--- src/rtl/rr_grant_arbiter_if.sv ---
// rtl/rr_grant_arbiter_if.sv - request/grant handshake bundle for rr_grant_arbiter
// Ports carried:
//   req         : level-sensitive request lines, bit i = requester i
//   grant       : registered one-hot grant (all-zero when grant_valid=0)
//   grant_valid : grant holds a valid one-hot selection
//   grant_ready : downstream accepts the current grant
// Modports:
//   master : arbiter side (drives grant/grant_valid)
//   slave  : requester/consumer side (drives req/grant_ready)
interface rr_grant_arbiter_if #(
   parameter int IN_SIZE = 16
);
   logic [IN_SIZE-1:0] req;
   logic [IN_SIZE-1:0] grant;
   logic               grant_valid;
   logic               grant_ready;

   modport master (
      input  req,
      input  grant_ready,
      output grant,
      output grant_valid
   );

   modport slave (
      output req,
      output grant_ready,
      input  grant,
      input  grant_valid
   );
endinterface

--- src/rtl/rr_grant_arbiter.sv ---
// rtl/rr_grant_arbiter.sv - round-robin arbiter producing a registered one-hot grant
// Purpose: feeds a one-hot-to-binary encoder; a grant is held stable until the
// consumer accepts it, then the next requester after the granted one wins.
// Ports:
//   clk : single clock, rising edge
//   rst : synchronous active-high reset
//   bus : rr_grant_arbiter_if.master (req, grant, grant_valid, grant_ready)
module rr_grant_arbiter #(
   parameter  int OUT_SIZE = 4,
   localparam int IN_SIZE  = 1 << OUT_SIZE
) (
   input  logic                  clk,
   input  logic                  rst,
   rr_grant_arbiter_if.master    bus
);

   typedef enum logic {
      IDLE  = 1'b0,
      GRANT = 1'b1
   } state_t;

   state_t               state, state_nx;
   logic [IN_SIZE-1:0]   grant_q, grant_nx;
   logic                 valid_q, valid_nx;
   logic [OUT_SIZE-1:0]  ptr_q, ptr_nx;

   logic [OUT_SIZE-1:0]  grant_idx;
   logic [OUT_SIZE-1:0]  search_base;
   logic [OUT_SIZE-1:0]  cand;
   logic [OUT_SIZE-1:0]  win_idx;
   logic                 win_found;

   // Binary index of the currently held grant (grant_q is one-hot or zero).
   always_comb begin
      grant_idx = '0;
      for (int i = 0; i < IN_SIZE; i++) begin
         if (grant_q[i]) grant_idx = i[OUT_SIZE-1:0];
      end
   end

   // On a handshake the pointer moves to the granted index in the same cycle,
   // so re-arbitration searches from the granted index rather than the old ptr.
   assign search_base = (state == GRANT) ? grant_idx : ptr_q;

   // Search upward from search_base+1; the OUT_SIZE-bit add wraps modulo
   // IN_SIZE, and the last candidate (offset IN_SIZE) is search_base itself,
   // which lets a sole requester be re-granted.
   always_comb begin
      win_found = 1'b0;
      win_idx   = '0;
      cand      = '0;
      for (int i = 1; i <= IN_SIZE; i++) begin
         cand = search_base + i[OUT_SIZE-1:0];
         if (!win_found && bus.req[cand]) begin
            win_found = 1'b1;
            win_idx   = cand;
         end
      end
   end

   always_comb begin
      state_nx = state;
      grant_nx = grant_q;
      valid_nx = valid_q;
      ptr_nx   = ptr_q;
      case (state)
         IDLE: begin
            if (win_found) begin
               grant_nx = IN_SIZE'(1) << win_idx;
               valid_nx = 1'b1;
               state_nx = GRANT;
            end
         end
         GRANT: begin
            // Held unchanged while not accepted, regardless of req changes.
            if (bus.grant_ready) begin
               ptr_nx = grant_idx;
               if (win_found) begin
                  grant_nx = IN_SIZE'(1) << win_idx;
                  valid_nx = 1'b1;
                  state_nx = GRANT;
               end else begin
                  grant_nx = '0;
                  valid_nx = 1'b0;
                  state_nx = IDLE;
               end
            end
         end
         default: begin
            grant_nx = '0;
            valid_nx = 1'b0;
            state_nx = IDLE;
         end
      endcase
   end

   always_ff @(posedge clk) begin
      if (rst) begin
         state   <= IDLE;
         grant_q <= '0;
         valid_q <= 1'b0;
         ptr_q   <= OUT_SIZE'(IN_SIZE - 1);
      end else begin
         state   <= state_nx;
         grant_q <= grant_nx;
         valid_q <= valid_nx;
         ptr_q   <= ptr_nx;
      end
   end

   assign bus.grant       = grant_q;
   assign bus.grant_valid = valid_q;

endmodule

--- src/flat_wrapper.sv ---
// flat-port wrapper written by rule: the top's interface ports become plain ports
module rr_grant_arbiter_flat 
#(
   parameter  int OUT_SIZE = 4,
   localparam int IN_SIZE  = 1 << OUT_SIZE
)
  (clk, rst, bus_req, bus_grant_ready, bus_grant, bus_grant_valid);
  rr_grant_arbiter_if #(.IN_SIZE((1 << OUT_SIZE))) bus_i ();
  input  logic clk;
  input  logic rst;
  input wire logic [$bits(bus_i.req)-1:0] bus_req;
  input wire logic [$bits(bus_i.grant_ready)-1:0] bus_grant_ready;
  output wire logic [$bits(bus_i.grant)-1:0] bus_grant;
  output wire logic [$bits(bus_i.grant_valid)-1:0] bus_grant_valid;
  assign bus_i.req = bus_req;
  assign bus_i.grant_ready = bus_grant_ready;
  assign bus_grant = bus_i.grant;
  assign bus_grant_valid = bus_i.grant_valid;
  rr_grant_arbiter #(.OUT_SIZE(OUT_SIZE)) u_core (.clk(clk), .rst(rst), .bus(bus_i));
endmodule
--- config.mk ---
export PLATFORM = sky130hd
export DESIGN_NAME = rr_grant_arbiter_flat
export DESIGN_NICKNAME = d
export VERILOG_FILES = /design/src/rtl/rr_grant_arbiter_if.sv /design/src/rtl/rr_grant_arbiter.sv /design/src/flat_wrapper.sv
export SDC_FILE = /design/constraint.sdc
export NUM_CORES = 1
export LEC_CHECK = 0
export BUFFER_PORTS_ARGS = -buffer_cell sky130_fd_sc_hd__buf_2
export CAP_MARGIN = 20
export CORE_MARGIN = 4
export CORE_UTILIZATION = 60
export CTS_CLUSTER_SIZE = 20
export DETAILED_ROUTE_END_ITERATION = 16
export GPL_TIMING_DRIVEN = 0
export PLACE_DENSITY = 0.78
export SLEW_MARGIN = 25
export SYNTH_ARGS = -nofsm -noshare
export SYNTH_HDL_FRONTEND = slang
export SYNTH_SLANG_ARGS = --single-unit
--- constraint.sdc ---
create_clock -name clk -period 6.4 [get_ports clk]
set_input_delay 0.64 -clock clk [delete_from_list [all_inputs] [get_ports clk]]
set_output_delay 0.64 -clock clk [all_outputs]
set_load 0.05 [all_outputs]
Word-level counts from Yosys, hierarchy flattened. Index checks and enable logic that the tools add are counted.

Add/sub/neg operators: 15. Multipliers: 0. Div/mod/pow operators: 0. Order comparisons: 16. Equality and inequality tests: 2. Shifts and indexed selects: 1. Muxes and demuxes: 90. Bitwise logic cells: 1. Reduce and logical (&&, ||, !) cells: 32.

Operator list (count): 2-to-1 mux 4 bit (31); < comparator 4 x 5 -> 1 bit (second input constant) (16); binary-select mux 1 bit (select 4 bit) (16); 2-to-1 mux 16 bit (3); 2-to-1 mux 1 bit (37); adder 4 bit (second input constant) (8); one-hot mux 16 bit (2 select lines) (1); adder 4 x 3 -> 4 bit (second input constant) (4); left shift 1 x 4 -> 16 bit (first input constant) (1); logical AND 1 bit (15); logical NOT 1 bit (15); adder 4 x 2 -> 4 bit (second input constant) (2); adder 4 x 1 -> 4 bit (second input constant) (1); one-hot mux 1 bit (2 select lines) (2); AND reduction 2 bit (2); inequality test 2 x 1 -> 1 bit (second input constant) (1); inequality test 2 bit (second input constant) (1); inverter 1 bit (1).

Register bits after elaboration: 22. Bits in latches: 0. RAM bits: 0. ROM bits: 0. Input bits: 19. Output and inout bits: 17. Word-level logic and storage cells: 161. Memories kept: 0.

Depth between registers and ports, before layout.
Word-level depth: 69. Mapped depth: 23. Depth with buffers taken out: 17.

Worst setup path before layout. Ideal clock, no wire load.

Kind: reg-to-reg. Start: register u_core.grant_q[8], in the netlist u_core.bus.grant[8]. End: register u_core.grant_q[14], in the netlist u_core.bus.grant[14]. Setup time: 0.061 ns. Data arrival time: 5.663 ns. Setup slack: 0.676 ns. Stages on the path, launching flop included: 19. Path buffers: 6. Period minus slack after synthesis: 5.724 ns. Cell sequence: dfxtp_1 nor2_1 o311a_1 a21oi_2 buf_2 buf_1 clkbuf_1 ha_1 clkbuf_1 mux4_2 or3_1 and2_1 clkbuf_1 or2_2 or4_4 o21a_4 nor2_8 buf_6 a22o_1.

Word-level cells in the longest chain between the ends: 62. Elaborated cells between the ends (all ways): 125.

Ends and longest elaborated chain: start, declared (RTL line rr_grant_arbiter.sv:23) `logic [IN_SIZE-1:0] grant_q, grant_nx;`; start signal, assigned (RTL line rr_grant_arbiter.sv:105) `grant_q <= grant_nx;`; 2-to-1 mux 4 bit * (8 in series) (RTL line rr_grant_arbiter.sv:37) `if (grant_q[i]) grant_idx = i[OUT_SIZE-1:0];`; 2-to-1 mux 4 bit * (RTL line rr_grant_arbiter.sv:43) `assign search_base = (state == GRANT) ? grant_idx : ptr_q;`; adder 4 x 1 -> 4 bit (RTL line rr_grant_arbiter.sv:53) `cand = search_base + i[OUT_SIZE-1:0];`; binary-select mux 1 bit (select 4 bit) (RTL line rr_grant_arbiter.sv:54) `if (!win_found && bus.req[cand]) begin`; 2-to-1 mux 1 bit (implied by the code) (RTL line rr_grant_arbiter.sv:54); 2-to-1 mux 1 bit (RTL line rr_grant_arbiter.sv:54); logical NOT 1 bit (RTL line rr_grant_arbiter.sv:54); logical AND 1 bit (RTL line rr_grant_arbiter.sv:54); [39 not listed]; 2-to-1 mux 1 bit (RTL line rr_grant_arbiter.sv:54); logical NOT 1 bit (RTL line rr_grant_arbiter.sv:54); logical AND 1 bit (RTL line rr_grant_arbiter.sv:54); 2-to-1 mux 4 bit (RTL line rr_grant_arbiter.sv:54); left shift 1 x 4 -> 16 bit (RTL line rr_grant_arbiter.sv:69, rr_grant_arbiter.sv:79); 2-to-1 mux 16 bit (RTL line rr_grant_arbiter.sv:78) `if (win_found) begin`; 2-to-1 mux 16 bit (RTL line rr_grant_arbiter.sv:76) `if (bus.grant_ready) begin`; one-hot mux 16 bit (2 select lines) (RTL line rr_grant_arbiter.sv:66) `case (state)`.

Mark *: on every way between the ends. The rest lies on a longest branch, timed or not. The select of a mux whose other input is x is not followed. A chain may end at the register's enable or synchronous reset.

Final worst setup path.
Start: register u_core.ptr_q[0]. End: register u_core.grant_q[1], in the netlist u_core.bus.grant[1].

Word-level cells in the longest chain between the ends: 54. Elaborated cells between the ends (all ways): 117.

Ends and longest elaborated chain: start, declared (RTL line rr_grant_arbiter.sv:25) `logic [OUT_SIZE-1:0] ptr_q, ptr_nx;`; start signal, assigned (RTL line rr_grant_arbiter.sv:102) `ptr_q <= OUT_SIZE'(IN_SIZE - 1);`; start signal, assigned (RTL line rr_grant_arbiter.sv:107) `ptr_q <= ptr_nx;`; 2-to-1 mux 4 bit * (RTL line rr_grant_arbiter.sv:43); adder 4 x 1 -> 4 bit (RTL line rr_grant_arbiter.sv:53); binary-select mux 1 bit (select 4 bit) (RTL line rr_grant_arbiter.sv:54); 2-to-1 mux 1 bit (implied by the code) (RTL line rr_grant_arbiter.sv:54); 2-to-1 mux 1 bit (RTL line rr_grant_arbiter.sv:54); logical NOT 1 bit (RTL line rr_grant_arbiter.sv:54); logical AND 1 bit (RTL line rr_grant_arbiter.sv:54); 2-to-1 mux 1 bit (RTL line rr_grant_arbiter.sv:54); [38 not listed]; 2-to-1 mux 1 bit (RTL line rr_grant_arbiter.sv:54); logical NOT 1 bit (RTL line rr_grant_arbiter.sv:54); logical AND 1 bit (RTL line rr_grant_arbiter.sv:54); 2-to-1 mux 4 bit (RTL line rr_grant_arbiter.sv:54); left shift 1 x 4 -> 16 bit (RTL line rr_grant_arbiter.sv:69, rr_grant_arbiter.sv:79); 2-to-1 mux 16 bit (RTL line rr_grant_arbiter.sv:78); 2-to-1 mux 16 bit (RTL line rr_grant_arbiter.sv:76); one-hot mux 16 bit (2 select lines) (RTL line rr_grant_arbiter.sv:66).

Marks and branches as above.

==> key figures <==
Run
  – Max-cap violations: 0

Worst setup path
  – CP arrival: 6330 ps
  – Largest fanout on the critical path: 10
  – Worst setup EP type: flip-flop
  – CP Buf/Inv Count: 5
  – R2R Path Start: u_core.ptr_q[0]$_SDFFE_PP1P_
  – CP Data Required Time: 6560 ps
  – Crit-path cells: clkbuf_1, nor2_1, nor2_1, clkbuf_1, nor2_4, inv_1, ha_1, xnor2_4, buf_6, mux2i_1, mux4_2, a2111oi_4, nand4_4, nand2b_4, o41ai_2, inv_1, o2bb2ai_1, a32o_1
  – Nature of the critical path startpoint: flip-flop
  – Worst Reg-to-Reg Cells: 18
  – Reg2reg end: u_core.bus.grant[1]$_SDFFE_PP0P_
  – Setup CP Type: reg2reg
  – Flop-to-flop setup slack: ~230 ps
  – Highest-delay cell along the critical path: mux4_2
  – Critical Path Max Stage Delay: 570 ps
  – Top delay family on crit path: buffers and inverters

Die
  – Die area: 0.00818 mm^2
  – Die W: 90.5 um
  – Die Height: 90.5 um
  – Core ar.: between 0.006 and 0.007 mm^2
  – # rows: 29
  – I/O pins: 36
  – Initial core utilization: 63.2%

Synthesis
  – Post-synthesis instance total: 528
  – Mapped cell area: 0.00408 mm^2
  – Synth cell types: 88
  – Synth top area share: a little over a tenth
  – Compound-Gate Fraction of Synth Area: 41.4%
  – Mapped Nets: 554
  – Largest family of logic cells by synthesized area: compound AO/OA/AOI/OAI gates
  – Post-synth EDFFs: 0
  – #FFs+latches synth: 22
  – Register area share after synthesis: between 10% and 20%
  – Synth async-reset ratio: 0%
  – Post-synthesis simple-gate area fraction: 24.4%
  – Synth top area cells: dfxtp_1, mux2i_1, mux4_2, nand2_1, a21oi_1
  – Synth area leader: dfxtp_1
  – Ys flop type: dfxtp_1
  – Multiplexer area fraction after synthesis: 13.6%
  – Adder-cell share of the synthesized area: 2.15%
  – Synth Area in XOR/XNOR: 2.39%
  – Avg Cell Area, Syn: ~7.7 um^2
  – YS warnings: 0

Clock network
  – Htree depth: 1
  – Clock sink total: 22
  – Root buffer cell: clkbuf_8
  – Skew-Pair Late Insertion Delay: 260 ps
  – TritonCTS Buffers: 3
  – Worst-case clock buffer depth: 2
  – Clk pin slew, worst setup/hold paths: 80 ps
  – TritonCTS clock tree: done

Cells and area
  – Area of the multi-input gates: 0.00349 mm^2
  – Filler Cells Inserted: between 500 and 600
  – Design Area, Final: 0.00452 mm^2
  – Register Area: 440 um^2
  – Util after Layout: between 70 and 80%
  – Final cell count without fillers: 646
  – Number of diodes: 0
  – Share of cells above drive strength 1: 19.5%
  – Area growth, synth to finish: 10.9%
  – Layout Nets: a little under 600

Timing
  – Final setup TNS: 0 ps
  – Worst slew pin tran: 1150 ps
  – Fmax: 162 MHz
  – Worst hold slack: approximately 470 ps
  – Fin crit period: 6170 ps
  – Clock Skew: 3.10 ps
  – Fin. Hold Viols: 0
  – Slew Viols, Final: 0
  – Slew margin rel.: approximately a quarter
  – Final period util: between 90% and 100%
  – Final setup viols: 0
  – RSZ-0062 raised after global routing: no

GRT
  – GRT Util Overall: 35.4%
  – First-pass GRT wire length: 23800 um
  – Global route total overflow: 0
  – Number of global-route vias before repair: around 4500
  – Largest net degree at the start of global routing: 14
  – Initial antenna violation count: 0

Routing
  – Post-route ant nets: 0
  – TritonRoute pass-1 iters: 6
  – Routed WL per cell: approximately 24 um
  – Post-route DRC: 0
  – DRT iter0 DRCs: 889
  – Routed vias/inst: just under 8
  – Via count: ~5000
  – DRT Wirelength: 15400 um

Place
  – Placed Instances: 637
  – Gpl congestion: 1.02
  – IO Port Bufs: 32
  – Post-DP HPWL: 11500 um
  – DP Area: 0.00434 mm^2

Power
  – Max VDD drop: ~340 uV
  – Power per cell area: between 500 and 600 mW/mm^2
  – Leakage: 1.80 nW

Min path
  – Hold crit path type: reg2reg
  – Hold worst-path end: u_core.ptr_q[1]$_SDFFE_PP1P_
  – HP Start: u_core.ptr_q[1]$_SDFFE_PP1P_
  – Worst Hold Path Cells: 1

Status
  – Status: finished clean
## report_power, final
| group | total (W) | internal [W] | leakage, nW | switching [W] |
|---|---|---|---|---|
| registers | 0.000163 | 0.000151 | 0.179 | 0.0000120 |
| logic | 0.00198 | 0.000719 | 1.58 | 0.00126 |
| clock network | 0.000128 | 0.0000835 | 0.0357 | 0.0000442 |
| total | 0.00227 | 0.000954 | 1.80 | 0.00132 |
## metal layers
metal,vias to the layer above,part of all wire [%],track usage [%]
met2,432,43,55.2
met3,93,12,5.67
met4,0,5.9,17.1
met1,2312,39,47.2
met5,-,0,0
li1,2209,-,-
## through the flow
step           total power (W)  setup WS, ps
3_5_place_dp           0.00198          -636
6_report               0.00227           227
3_3_place_gp           0.00195          -512
4_1_cts                0.00213          91.5
5_1_grt                0.00239          41.2
2_1_floorplan          0.00153           676
## what timing repair did
action,in CTS,in global routing
hold buffers,0,0
pin swaps,0,1
endpoints found under the setup margin,17,16
setup buffers,0,6
resized for setup,7,14
## Yosys cell counts, types with 9 or more instances
| cell | n |
|---|---|
| a211oi_1 | 9 |
| a21oi_1 | 28 |
| a221oi_1 | 13 |
| a22o_1 | 9 |
| and2_1 | 12 |
| clkbuf_1 | 23 |
| dfxtp_1 | 22 |
| inv_1 | 9 |
| mux2i_1 | 25 |
| mux4_2 | 10 |
| nand2_1 | 49 |
| nand3_1 | 19 |
| nor2_1 | 37 |
| nor3_1 | 15 |
| o211ai_1 | 12 |
| o21ai_0 | 28 |
## final cells by class
type,instances,area share (%)
buffer,35,3.93
clock buffer,3,0.913
clock inverter,1,0.664
inverter,11,0.913
multi-input combinational,459,77.2
sequential,22,9.73
tap,77,2.13
timing repair buffer,38,4.54
## layout by cell type, fill, tap and decap left out, types with 9 or more instances in the layout
master	count
a211oi_1	9
a21oi_1	27
a221oi_1	13
a22o_1	9
and2_1	12
buf_2	36
clkbuf_1	19
dfxtp_1	22
inv_1	9
mux2i_1	25
mux4_2	10
nand2_1	49
nand3_1	19
nor2_1	37
nor3_1	13
o211ai_1	12
o21ai_0	28
## state kept, by name (all words and copies together), names as in the netlist
signal / cells
u_core.bus.grant: 16
u_core.ptr_q: 4
u_core.bus.grant_valid: 1
u_core.state: 1
## logic make-up (layout without fill, tap and decap cells)
family,after synthesis,after routing
DFF,22,22
AOI/OAI and AO/OA,214,214
muxes,42,42
buffers and inverters,47,88
adders and majority gates,7,7
and+or+nand+nor,187,187
xor gates and xnor gates,9,9
## worst max-delay path by stage
stage / slack (ps) / depth (start not counted) / endpoint / startpoint
after floorplan: 680 / 18 / u_core.bus.grant[14]$_SDFFE_PP0P_ / u_core.bus.grant[8]$_SDFFE_PP0P_
after global placement: -510 / 19 / u_core.bus.grant[8]$_SDFFE_PP0P_ / u_core.state$_SDFF_PP0_
after detailed placement: -640 / 19 / u_core.bus.grant[10]$_SDFFE_PP0P_ / u_core.state$_SDFF_PP0_
after CTS: 90 / 17 / u_core.bus.grant[4]$_SDFFE_PP0P_ / u_core.bus.grant[3]$_SDFFE_PP0P_
after global routing: 40 / 21 / u_core.bus.grant[1]$_SDFFE_PP0P_ / u_core.bus.grant[15]$_SDFFE_PP0P_
final: 230 / 18 / u_core.bus.grant[1]$_SDFFE_PP0P_ / u_core.ptr_q[0]$_SDFFE_PP1P_
Power figures use the tool's default switching activity.
